<file path="config.mk">
export PLATFORM = sky130hd
export DESIGN_NAME = mac_acc_ctrl
export DESIGN_NICKNAME = d
export VERILOG_FILES = /design/src/rtl/mac_acc_ctrl.sv
export SDC_FILE = /design/constraint.sdc
export NUM_CORES = 1
export LEC_CHECK = 0
export ABC_CLOCK_PERIOD_IN_PS = 3110
export CORE_ASPECT_RATIO = 1.75
export CORE_UTILIZATION = 25
export DETAILED_ROUTE_END_ITERATION = 8
export GPL_TIMING_DRIVEN = 0
export SYNTH_ARGS = -nofsm -noshare
export SYNTH_HDL_FRONTEND = slang
export SYNTH_SLANG_ARGS = --single-unit
</file>
<file path="constraint.sdc">
create_clock -name clk -period 3.11 [get_ports clk]
set_input_delay 0.622 -clock clk [delete_from_list [all_inputs] [get_ports clk]]
set_output_delay 0.622 -clock clk [all_outputs]
set_load 0.005 [all_outputs]
</file>
<file path="src/rtl/mac_acc_ctrl.sv">
// Saturating multiply-accumulate core with burst sequencer.
// Accepts N_TERMS operand pairs, then strobes ld_out with the result.
module mac_acc_ctrl #(
    parameter int DATA_W  = 4,
    parameter int ACC_W   = 12,
    parameter int N_TERMS = 4
) (
    input  logic              clk,
    input  logic              rst,
    input  logic              start,
    input  logic              abort,
    input  logic              in_valid,
    output logic              in_ready,
    input  logic [DATA_W-1:0] a_in,
    input  logic [DATA_W-1:0] b_in,
    output logic [ACC_W-1:0]  tout_acc,
    output logic              ld_out,
    output logic              busy,
    output logic              ovf
);

    localparam int CNT_W = $clog2(N_TERMS + 1);
    localparam int PRD_W = 2 * DATA_W;
    localparam int SUM_W = ACC_W + 1;

    typedef enum logic [1:0] {
        IDLE  = 2'd0,
        ACCUM = 2'd1,
        DONE  = 2'd2
    } state_t;

    state_t            state_q, state_d;
    logic [ACC_W-1:0]  acc_q, acc_d;
    logic [CNT_W-1:0]  cnt_q, cnt_d;
    logic              ovf_q, ovf_d;

    logic [PRD_W-1:0]  prod;
    logic [SUM_W-1:0]  sum;
    logic              beat;

    assign prod = {{DATA_W{1'b0}}, a_in} * {{DATA_W{1'b0}}, b_in};
    assign sum  = {1'b0, acc_q} + {{(SUM_W-PRD_W){1'b0}}, prod};
    assign beat = (state_q == ACCUM) && in_valid && !abort;

    always_ff @(posedge clk or negedge rst) begin
        if (!rst) begin
            state_q <= IDLE;
            acc_q   <= '0;
            cnt_q   <= '0;
            ovf_q   <= 1'b0;
        end else begin
            state_q <= state_d;
            acc_q   <= acc_d;
            cnt_q   <= cnt_d;
            ovf_q   <= ovf_d;
        end
    end

    always_comb begin
        state_d = state_q;
        acc_d   = acc_q;
        cnt_d   = cnt_q;
        ovf_d   = ovf_q;
        unique case (state_q)
            IDLE: begin
                if (start && !abort) begin
                    acc_d   = '0;
                    cnt_d   = '0;
                    ovf_d   = 1'b0;
                    state_d = ACCUM;
                end
            end
            ACCUM: begin
                if (abort) begin
                    acc_d   = '0;
                    cnt_d   = '0;
                    state_d = IDLE;
                end else if (beat) begin
                    // clamp at full scale and latch the sticky flag
                    if (sum[ACC_W]) begin
                        acc_d = '1;
                        ovf_d = 1'b1;
                    end else begin
                        acc_d = sum[ACC_W-1:0];
                    end
                    cnt_d = cnt_q + 1'b1;
                    if (cnt_q == CNT_W'(N_TERMS - 1)) begin
                        state_d = DONE;
                    end
                end
            end
            DONE: begin
                state_d = IDLE;
            end
            default: begin
                state_d = IDLE;
            end
        endcase
    end

    assign in_ready = (state_q == ACCUM);
    assign ld_out   = (state_q == DONE);
    assign busy     = (state_q != IDLE);
    assign tout_acc = acc_q;
    assign ovf      = ovf_q;

endmodule

</file>
# Yosys cells after proc, flatten, opt, wreduce, memory -nomap -nowiden
# Cells that the tools add are included.
[totals]
ff_bits = 18
latchBits = 0
ram_bits = 0
romBits = 0
output_inout_bits = 16
mem_count = 0
[op_classes]
add_sub_neg = 2
mul = 1
n_div = 0
order_cmp = 0
n_eq_ne = 9
n_shift = 0
mux = 19
bitwise = 0
reduce_logical = 10
[op_table]
columns = ["op", "n"]
rows = [
  ["$mux W12", 4],
  ["$pmux W12 S2", 1],
  ["$add A12 B8 Y13", 1],
  ["$mux W3", 3],
  ["$mul A4 B4 Y8", 1],
  ["$mux W2", 4],
  ["$ne A3 B2 Y1 const B", 2],
  ["$pmux W3 S2", 1],
  ["$reduce_and A3 Y1", 2],
  ["$reduce_and A5 Y1", 1],
  ["$mux W1", 4],
  ["$ne A2 B1 Y1 const B", 2],
  ["$ne A2 B2 Y1 const B", 2],
  ["$pmux W2 S2", 1],
  ["$reduce_bool A2 Y1", 2],
  ["$add A3 B1 Y3 const B", 1],
  ["$eq A3 B2 Y1 const B", 1],
  ["$logic_and A1 B1 Y1", 3],
  ["$eq A2 B1 Y1 const B", 1],
  ["$eq A2 B2 Y1 const B", 1],
  ["$logic_not A2 Y1", 1],
  ["$pmux W1 S2", 1],
  ["$logic_not A1 Y1", 1],
]

# Logic depth before layout (Yosys ltp)
[depth]
depth_word = 6
mapped_depth = 14
ltp_nobuf = 13

# Worst setup path after synthesis
# Ideal clock, no wire load.
[synth_timing]
kind = "input to register"
start = "input port a_in[0]"
end = "register acc_q[4], in the netlist tout_acc[4]"
t_arrival_ps = 3504
t_required_ps = 2965
setup_slack_ps = -539
cell_stages = 12
path_buffers = 1
cell_sequence = "nand2_1 > fa_1 > fa_1 > fa_1 > inv_1 > ha_1 > o211ai_1 > o21bai_4 > a22o_4 > nand4_2 > buf_6 > o221ai_1"
[synth_between]
elab_chain_cells = 6
[synth_lines]
columns = ["item", "line", "source"]
rows = [
  ["from (decl)", "14", "input logic [DATA_W-1:0] a_in,"],
  ["$mul A4 B4 Y8", "41", "assign prod = {{DATA_W{1'b0}}, a_in} * {{DATA_W{1'b0}}, b_in};"],
  ["$add A12 B8 Y13", "42", "assign sum = {1'b0, acc_q} + {{(SUM_W-PRD_W){1'b0}}, prod};"],
  ["$mux W12", "80", "if (sum[ACC_W]) begin"],
  ["$mux W12", "78", "end else if (beat) begin"],
  ["$mux W12", "74", "if (abort) begin"],
  ["$pmux W12 S2", "64", "unique case (state_q)"],
  ["to (signal assigned)", "48", "acc_q <= '0;"],
  ["to (signal assigned)", "53", "acc_q <= acc_d;"],
  ["to (decl)", "33", "logic [ACC_W-1:0] acc_q, acc_d;"],
]
# No other way between the ends. The select of a mux whose other input is x is not followed.
# A chain may end at the register's enable or synchronous reset.

# Worst setup path after layout
[layout_timing]
start = "input port b_in[1]"
end = "register acc_q[6], in the netlist tout_acc[6]"
[layout_between]
elab_chain_cells = 6
[layout_lines]
columns = ["item", "line", "source"]
rows = [
  ["from (decl)", "15", "input logic [DATA_W-1:0] b_in,"],
  ["$mul A4 B4 Y8", "41", ""],
  ["$add A12 B8 Y13", "42", ""],
  ["$mux W12", "80", ""],
  ["$mux W12", "78", ""],
  ["$mux W12", "74", ""],
  ["$pmux W12 S2", "64", ""],
]
# No other way between the ends. The select of a mux whose other input is x is not followed.

==> flow_metrics.env <==
export IMPL_status="complete, but fails checks"
export IMPL_violations="setup timing"
export IMPL_startpoint_type="input pin"
export IMPL_endpoint_kind="flop"
export IMPL_p_int_mw=0.726
export IMPL_peakVddDrop_mv=0.169
export IMPL_netlist_instances=176
export IMPL_drc=0
export IMPL_clockBufferDepth=2
export IMPL_critPathLaunch="b_in[1]"
export IMPL_whs_path_depth=1
export IMPL_rrSetupSlack_ns=0.60
export IMPL_num_io_pins=29
export IMPL_fillers=635
export IMPL_p_clk_share_pct=26.9
export IMPL_finalSetupViolCount=13
export IMPL_cts_tree="done"
export IMPL_drive_gt1_share_pct=31.8
export IMPL_hp_class="flop to flop"
export IMPL_clkTransAtPathRegs_ns=0.06
export IMPL_syn_nets=218
export IMPL_port_buffers=28
export IMPL_core_um2=6490
export IMPL_initial_core_util_pct=25.8
export IMPL_stdcell_count=302
export IMPL_grt_first_pass_wirelength_mm=6.89
export IMPL_worstSkewPairLatency_ns=0.25
export IMPL_grt_usage_pct=12.5
export IMPL_crit_required_ns=3.22
export IMPL_drtIter0Drc=22
export IMPL_p_leak_nw=1.16
export IMPL_routed_via_count=1425
export IMPL_gp_congestion=0.881
export IMPL_avgSynthCellArea_um2=9.53
export IMPL_reg2reg_to="tout_acc[11]"
export IMPL_die_y_um=110
export IMPL_grt_pass1_vias=1446
export IMPL_htree_levels=1
export IMPL_hold_path_endpoint="cnt_q[0]"
export IMPL_cp_slowest_cell="fa_1"
export IMPL_clkSinkCount=18
export IMPL_cpPeakStageDelay_ns=0.54
export IMPL_timing_slew_headroom_pct=40.5
export IMPL_syn_cell_area_um2=1680
export IMPL_grt_max_degree=19
export IMPL_synth_edf_count=0
export IMPL_min_period_over_period_pct=108
export IMPL_rows=39
export IMPL_die_area_um2=7050
export IMPL_power_frac_seq_pct=24.4
export IMPL_placed_cells=286
export IMPL_slew_violations=0
export IMPL_cts_root_buf="clkbuf_16"
export IMPL_fp_dieW_um=63.9
export IMPL_crit_path_max_fanout=5
export IMPL_hold_start="cnt_q[0]"
export IMPL_worstRegToRegCells=9
export IMPL_n_antenna_cell=0
export IMPL_swShare_pct=33.4
export IMPL_ys_warn_count=0
export IMPL_seq_area_frac_synth_pct=26.9
export IMPL_ys_seq_elements=18
export IMPL_post_drt_wl_per_cell_um=13.5
export IMPL_via_per_inst=4.72
export IMPL_antenna_found_initial=0
export IMPL_async_reset_ff_share_pct=100
export IMPL_drtPass1Iterations=4
export IMPL_nets=263
export IMPL_place_ws_ns=-1.17
export IMPL_wirelength_mm=4.07
export IMPL_fin_crit_ns=3.36
export IMPL_max_cap_violations=0
export IMPL_cts_made_buffers=3
export IMPL_post_dp_hpwl_mm=3.03
export IMPL_power_per_cell_area_nw_per_um2=442
export IMPL_rsz0062_at_grt="yes"
export IMPL_seq_area_um2=450
export IMPL_syn_to_final_growth_pct=47.3
export IMPL_clock_fmax_mhz=298
export IMPL_multiInputGateArea_um2=1270
export IMPL_r2r_start="tout_acc[2]"
export IMPL_power_frac_comb_pct=48.7
export IMPL_grt_ovfl_total=0
export IMPL_ant_nets=0
export IMPL_crit_arrival_ns=3.47
export IMPL_cpMostUsedCell="fa_1"
export IMPL_synth_cell_types=43
export IMPL_clock_skew_ns=0.00357
export IMPL_critPathKind="input pin to flop"
export IMPL_p_sw_mw=0.365
export IMPL_cp_cell_sequence="buf_12 > nand2_8 > fa_1 > fa_1 > fa_1 > inv_2 > ha_4 > o211ai_1 > buf_4 > o21bai_4 > a22o_4 > nand4_4 > buf_8 > o221ai_2"
export IMPL_fin_ws_ns=-0.247
export IMPL_finalHoldViolations=0
export IMPL_worstMarginPinSlew_ns=0.890
export IMPL_synth_flop_cell="dfrtp_1"
[through the flow]
stage                     utilization, %  total power [mW]  hold WS, ns  setup TNS [ns]  instance area (µm²)
after floorplan                        -             0.561        0.326           -3.72                 1760
after global placement              33.0             0.678        0.487          -14.88                 2140
after detailed placement            33.0             0.683        0.494          -14.36                 2140
after CTS                           36.7              1.03        0.506           -4.43                 2380
after global routing                38.1              1.16        0.544           -3.81                 2470
final                               38.1              1.09        0.501           -2.78                 2470
[cell usage after synthesis (3+ instances only)]
cell type  instances  share of area, %
a21o_1             4               1.8
a21oi_1            5               1.5
a22oi_1            3               1.3
a31oi_1            3               1.1
and2_1            13               4.9
buf_6              3               2.0
dfrtp_1           18                27
fa_1               9                11
ha_1              20                15
inv_1             30               6.7
nand2_1           13               2.9
nor2_1             5               1.1
o21ai_0            6               1.8
o221ai_1           4               2.1
or3_1              3               1.1
xnor2_1            4               2.1
[state kept, by name (all words and copies together), names as in the netlist]
signal / count
state_q: 2
tout_acc: 12
cnt_q: 3
ovf: 1
[cells by family after synthesis]
logic type	Yosys count	synth area share, %
AOI/OAI and AO/OA	41	19.8
buffers and inverters	35	9.25
xor gates and xnor gates	6	3.13
adders and majority gates	29	25.7
and+or+nand+nor	47	15.3
DFF	18	26.9
[cell type report]
type                       instances  share of cell area (%)
multi-input combinational        123                    51.5
sequential                        18                    18.2
timing repair buffer              40                    16.1
inverter                          30                    4.56
tap                               82                    4.15
clock buffer                       4                    3.60
buffer                             5                    1.87
[how the worst max path moves through the flow]
stage | end | slack [ns]
floorplan | tout_acc[4] | -0.33
finish | tout_acc[6] | -0.25
global route | tout_acc[11] | -0.32
detailed placement | tout_acc[6] | -1.17
global placement | tout_acc[4] | -1.20
CTS | tout_acc[6] | -0.39
[per-layer routing]
layer | wire length, µm | global-route usage, % | up-vias
li1 | - | - | 693
met1 | 1680 | 14.5 | 702
met2 | 2230 | 23.6 | 26
met3 | 106 | 0.823 | 4
met4 | 54 | 5.03 | 0
met5 | 0 | 0 | -
[what timing repair did]
| action | 4_1_cts | 5_1_grt |
|---|---|---|
| cloned | 1 | 0 |
| setup endpoints to repair | 13 | 13 |
| hold buffers | 0 | 0 |
| pin swaps | 15 | 16 |
| setup buffers | 7 | 4 |
| gates resized for setup | 55 | 17 |
[worst max-delay path, delay by kind of cell]
family	cells	cell delay, ns
compound gates	4	0.55
simple gates	2	0.16
buf+inv	4	0.42
fa+ha+maj	4	1.70
[placed cells by master, fill, tap and decap left out, types with 2 or more instances in the layout]
cell             count
a21o_1               3
a21oi_1              2
a21oi_2              3
a221oi_2             2
a22oi_1              3
a31oi_1              2
a41oi_2              2
and2_1              12
and3_1               2
buf_4               13
buf_6                4
buf_8                2
clkbuf_16            4
clkdlybuf4s50_1     20
dfrtp_1             18
fa_1                 7
fa_2                 2
ha_1                15
ha_4                 5
inv_1               26
inv_2                4
nand2_1              5
nand2_2              7
nand4_1              2
nor2_1               5
nor2b_1              2
o21ai_0              6
o221ai_2             3
or3_1                2
xnor2_1              4
xor2_1               2
[power groups by stage]
stage | clock network (mW) | registers [mW] | logic (mW)
final | 0.294 | 0.266 | 0.531
after CTS | 0.296 | 0.267 | 0.465
after detailed placement | 0 | 0.271 | 0.412
after floorplan | 0 | 0.269 | 0.292
after global routing | 0.305 | 0.269 | 0.585
after global placement | 0 | 0.270 | 0.409
Note: power is estimated with default switching activity, not from simulation.
